<file path="src/rtl/clk_div_ratio_meas.sv">
// Recovers the effective divide ratio of an integer clock divider from its enable strobe,
// with lock tracking and timeout. Optional sticky irq flag: define CLK_DIV_MEAS_IRQ_EN.
module clk_div_ratio_meas #(
  parameter int DIV_NUM_WD = 4,
  parameter int LOCK_CNT   = 4
) (
  input  logic                  i_clk_ref,
  input  logic                  i_rst_n,
  input  logic                  i_meas_en,
  input  logic                  i_clk_en,
  input  logic [DIV_NUM_WD-1:0] i_exp_div_num,
  input  logic                  i_irq_clr,
  output logic [DIV_NUM_WD-1:0] o_div_num_meas,
  output logic                  o_meas_vld,
  output logic                  o_mismatch,
  output logic                  o_timeout,
  output logic                  o_lock,
  output logic                  o_irq
);

  localparam int CNT_WD  = DIV_NUM_WD + 1;
  localparam int LCNT_WD = $clog2(LOCK_CNT + 1);

  localparam logic [CNT_WD-1:0]  CNT_ONE     = CNT_WD'(1);
  localparam logic [CNT_WD-1:0]  CNT_TIMEOUT = CNT_WD'(1) << DIV_NUM_WD;
  localparam logic [LCNT_WD-1:0] LCNT_MAX    = LCNT_WD'(LOCK_CNT);

  localparam logic [1:0] ST_IDLE = 2'd0;
  localparam logic [1:0] ST_ARM  = 2'd1;
  localparam logic [1:0] ST_RUN  = 2'd2;

  // NOTE: reset is asserted asynchronously but released through two flops so every
  // downstream flop leaves reset on the same clock edge, free of recovery/removal hazards.
  logic [1:0] rst_sync_q;
  logic       rst_sync_n;

  always_ff @(posedge i_clk_ref or negedge i_rst_n) begin
    if (!i_rst_n) begin
      rst_sync_q <= 2'b00;
    end else begin
      rst_sync_q <= {rst_sync_q[0], 1'b1};
    end
  end

  assign rst_sync_n = rst_sync_q[1];

  logic [1:0]            state;
  logic [CNT_WD-1:0]     cnt;
  logic [LCNT_WD-1:0]    lock_cnt;
  logic [DIV_NUM_WD-1:0] exp_eff;
  logic                  period_match;
  logic                  cnt_at_timeout;
  logic [LCNT_WD-1:0]    lock_cnt_inc;

  // A programmed ratio of 0 means "divide by 1".
  assign exp_eff        = (i_exp_div_num == '0) ? DIV_NUM_WD'(1) : i_exp_div_num;
  assign period_match   = (cnt == {1'b0, exp_eff});
  assign cnt_at_timeout = (cnt == CNT_TIMEOUT);
  assign lock_cnt_inc   = (lock_cnt == LCNT_MAX) ? LCNT_MAX : lock_cnt + LCNT_WD'(1);

  // NOTE: every register below uses non-blocking assignment so all of them update
  // together from the values sampled at the same edge.
  always_ff @(posedge i_clk_ref or negedge rst_sync_n) begin
    if (!rst_sync_n) begin
      state          <= ST_IDLE;
      cnt            <= '0;
      lock_cnt       <= '0;
      o_div_num_meas <= '0;
      o_meas_vld     <= 1'b0;
      o_mismatch     <= 1'b0;
      o_timeout      <= 1'b0;
      o_lock         <= 1'b0;
    end else begin
      o_meas_vld <= 1'b0;
      o_mismatch <= 1'b0;
      o_timeout  <= 1'b0;

      if (!i_meas_en) begin
        // Disable wins over everything; the last measurement stays visible.
        state    <= ST_IDLE;
        cnt      <= '0;
        lock_cnt <= '0;
        o_lock   <= 1'b0;
      end else begin
        case (state)
          ST_IDLE: begin
            state <= ST_ARM;
          end

          ST_ARM: begin
            if (i_clk_en) begin
              cnt   <= CNT_ONE;
              state <= ST_RUN;
            end
          end

          ST_RUN: begin
            if (i_clk_en) begin
              // A strobe at cnt == 2^DIV_NUM_WD beats the timeout and reports 0.
              o_div_num_meas <= cnt[DIV_NUM_WD-1:0];
              o_meas_vld     <= 1'b1;
              o_mismatch     <= !period_match;
              cnt            <= CNT_ONE;
              if (period_match) begin
                lock_cnt <= lock_cnt_inc;
                if (lock_cnt_inc == LCNT_MAX) begin
                  o_lock <= 1'b1;
                end
              end else begin
                lock_cnt <= '0;
                o_lock   <= 1'b0;
              end
            end else if (cnt_at_timeout) begin
              o_timeout <= 1'b1;
              o_lock    <= 1'b0;
              lock_cnt  <= '0;
              cnt       <= '0;
              state     <= ST_ARM;
            end else begin
              cnt <= cnt + CNT_ONE;
            end
          end

          default: begin
            state <= ST_IDLE;
          end
        endcase
      end
    end
  end

`ifdef CLK_DIV_MEAS_IRQ_EN
  // Sticky error flag: a new error pulse outranks a clear in the same cycle.
  always_ff @(posedge i_clk_ref or negedge rst_sync_n) begin
    if (!rst_sync_n) begin
      o_irq <= 1'b0;
    end else if (o_mismatch || o_timeout) begin
      o_irq <= 1'b1;
    end else if (i_irq_clr) begin
      o_irq <= 1'b0;
    end
  end
`else
  logic unused_irq_clr;

  assign unused_irq_clr = i_irq_clr;
  assign o_irq          = 1'b0;
`endif

endmodule

</file>
<file path="config.mk">
export PLATFORM = sky130hd
export DESIGN_NAME = clk_div_ratio_meas
export DESIGN_NICKNAME = d
export VERILOG_FILES = /design/src/rtl/clk_div_ratio_meas.sv
export SDC_FILE = /design/constraint.sdc
export NUM_CORES = 1
export LEC_CHECK = 0
export CAP_MARGIN = 20
export CORE_AREA = 2 2 67 69
export DETAILED_ROUTE_END_ITERATION = 7
export DIE_AREA = 0 0 69 71
export HOLD_SLACK_MARGIN = 0.03
export SETUP_SLACK_MARGIN = 0.5
export SLEW_MARGIN = 20
export SYNTH_ARGS = -nofsm -noshare
export SYNTH_HDL_FRONTEND = slang
export SYNTH_SLANG_ARGS = --single-unit
</file>
<file path="constraint.sdc">
create_clock -name i_clk_ref -period 1.04 [get_ports i_clk_ref]
set_clock_uncertainty 0.2 [all_clocks]
set_input_delay 0.208 -clock i_clk_ref [delete_from_list [all_inputs] [get_ports i_clk_ref]]
set_output_delay 0.208 -clock i_clk_ref [all_outputs]
set_load 0.02 [all_outputs]
</file>
==> reports/metrics.yaml <==
antenna_found_initial: 0
placedCellCount: 199
worstHoldPathType: "in -> async"
gp_congestion: 0.833
clock_sinks: 20
clk_pin_slew_worst_paths_ns: 0.08
ff2ff_setup_slack_ns: -0.61
seqCellArea_um2: 510
first_iter_violations: 33
crit-reg2reg-capture: "o_lock"
rr_worst_depth: 3
dieArea_mm2: 0.00490
combinationalPowerShare_pct: 20.0
first_pass_grt_wire_length_um: 4320
detail_route.wirelength_um: 2650
worstReg2RegStart: "cnt[0]"
maxUsedRoutingLayer: "met4"
number_of_enable_type_register_cells_in_the_synthesized_netlist: 0
report.power.total_mw: 2.02
fin_hold_ws_ns: -0.101
status: "finished, violations left"
p_sw_share_pct: 23.8
starting_density_of_the_core_pct: 24.2
critical_path_buf_inv_count: 0
clock_latency_ns: 0.26
global_route_usage_over_all_layers_pct: 11.2
path_max_fanout: 4
fillerInstances: 401
met2_length_um: 1500
length_of_routed_met3_wiring_um: 52
net_switching_power_mw: 0.482
placementRows: 24
power.share.sequential_pct: 41.3
cp_data_required_time_ns: 1.04
ant_nets: 0
synthesis.area_mm2: 0.00102
distinct_cell_type_count_of_the_synthesized_netlist: 36
place.port_buffers: 15
startpoint_type: "flip-flop"
multi_input_comb_area_um2: 634
synth_warnings: 0
number_of_synthesized_register_bits: 20
worstPathCellList: "or3_1 > a211o_4 > o2bb2a_4"
clk_root_buffer_cell: "clkbuf_8"
layout_common_cells: "buf_4 (37), buf_6 (15), dfrtp_1 (14)"
setup-violations-final: 26
worst_ir_drop_vdd_uv: 434
post_synthesis_async_set_or_reset_flop_share_pct: 100
die_width_um: 69
routedWlPerCell_um: 12.3
power.density_mw_per_mm2: 1100
first_pass_iters: 4
layout.nets: 178
timing.final.crit_period_ns: 1.65
overflow_left_after_global_routing: 0
drc_violation_count_after_routing: 0
violated_checks: "hold timing, setup timing"
via_per_inst: 4.40
cts-htree-levels: 1
via_count_of_the_first_global_routing_pass: 954
max-clock-path-buffers: 2
share_of_final_layout_standard_cells_stronger_than_drive_strength_1_pct: 55.5
worst_slack_ns: -0.609
numCtsBuffers: 3
max_stage_delay_ns: 0.40
cts_tree: "yes"
timing_worst_setup_path_type: "reg -> reg"
max_freq_mhz: 607
detail_route.wirelength.met1_um: 1040
synthCells: 102
p_int_mw: 1.54
cp-end-kind: "flip-flop"
worst_ep_arrival_time_ns: 1.65
critical-path-top-delay-family: "compound AO/OA/AOI/OAI gates"
synth_nets: 115
power.share.clock_pct: 38.7
hold_viol_final: 2
most_common_cell_after_layout_fill_and_taps_aside: "buf_4"
synthesis.area_per_instance_um2: 9.96
drv_cap: 0
rsz0062_at_grt: "yes"
dp.final_hpwl_um: 1850
antenna-diode-count: 0
crit_slowest_cell: "dfrtp_1"
leakagePower_nw: 0.828
min_period_over_period_pct: 159
synth_top_flop_cell: "dfrtp_1"
core_mm2: 0.00420
pin_count_of_the_biggest_net_entering_global_routing: 13
io-pin-count: 18
ys_seq_area_share_pct: 49.3
final-instance-count-excl-fill: 216
fp.dieH_um: 71
areaGrowthSynthToFinish_pct: 81.4
drv_slew: 0
num_vias: 951
==> layout make-up <==
cell class                 instances  area share (%)
timing repair buffer              60            28.6
clock inverter                     1            1.63
multi-input combinational         71            34.4
clock buffer                       3            2.24
tap                               52            3.53
inverter                           9            1.83
sequential                        20            27.7
==> worst max path at each step <==
| stage | start | endpoint | slack [ns] | depth (start not counted) |
|---|---|---|---|---|
| floorplan | cnt[0] | lock_cnt[2] | -0.55 | 6 |
| global placement | i_exp_div_num[2] | lock_cnt[2] | -0.89 | 5 |
| detailed placement | i_exp_div_num[2] | lock_cnt[2] | -0.92 | 5 |
| CTS | cnt[0] | o_lock | -0.62 | 3 |
| global route | cnt[1] | lock_cnt[2] | -0.68 | 7 |
| finish | cnt[0] | o_lock | -0.61 | 3 |
==> sequential cells by signal (all words and copies together) (netlist names) <==
register and flops:
cnt 5, o_div_num_meas 4, lock_cnt 3, rst_sync_q 2, state 2, o_lock 1, o_meas_vld 1, o_mismatch 1
o_timeout 1
==> cells by family after synthesis <==
logic type | Yosys count | share of synthesized area [%]
adders and majority gates | 4 | 4.93
muxes | 1 | 1.11
AOI/OAI and AO/OA | 26 | 17.6
buffers and inverters | 11 | 4.43
xor gates and xnor gates | 6 | 5.17
and+or+nand+nor | 32 | 16.8
DFF | 20 | 49.3
other | 2 | 0.739
==> what timing repair did <==
| item | in CTS | in global routing |
|---|---|---|
| setup buffers | 10 | 3 |
| gates resized for setup | 74 | 9 |
| pin swaps | 8 | 7 |
| endpoints found under the setup margin | 45 | 45 |
| hold endpoints to repair | 5 | 3 |
==> per-layer routing <==
metal  vias up  track usage (%)
met1       452             12.1
met3         4            0.997
met5         -                0
li1        478                -
met4         0             5.88
met2        17             21.5
==> stage by stage <==
step	TNS (ns)	hold slack, ns	util (%)	worst slack [ns]	area, um2
5_1_grt	-10.98	-0.105	43.8	-0.681	1840
2_1_floorplan	-5.23	-0.288	-	-0.549	1080
3_5_place_dp	-13.56	0.00838	36.4	-0.918	1530
6_report	-9.52	-0.101	43.8	-0.609	1840
3_3_place_gp	-13.24	0.00584	36.4	-0.889	1530
4_1_cts	-9.49	-0.107	42.2	-0.618	1770
==> power groups by stage <==
stage | sequential, mW | combinational [mW] | clock, mW
after floorplan | 0.872 | 0.128 | 0
after global placement | 0.856 | 0.297 | 0
after detailed placement | 0.858 | 0.304 | 0
after CTS | 0.836 | 0.379 | 0.802
after global routing | 0.841 | 0.438 | 0.838
final | 0.836 | 0.403 | 0.782
==> cell usage after synthesis (2+ instances only) <==
| master | number | area [um2] |
|---|---|---|
| nor3_1 | 3 | 15.0 |
| nand3_1 | 4 | 20.0 |
| a21oi_1 | 5 | 25.0 |
| dfrtp_1 | 20 | 500 |
| nand2b_1 | 2 | 12.5 |
| xnor2_1 | 5 | 43.8 |
| conb_1 | 2 | 7.51 |
| nor2_1 | 4 | 15.0 |
| ha_1 | 4 | 50.1 |
| inv_1 | 9 | 33.8 |
| o22ai_1 | 4 | 25.0 |
| nand2_1 | 11 | 41.3 |
| o21ai_0 | 6 | 30.0 |
Power figures use the tool's default switching activity.
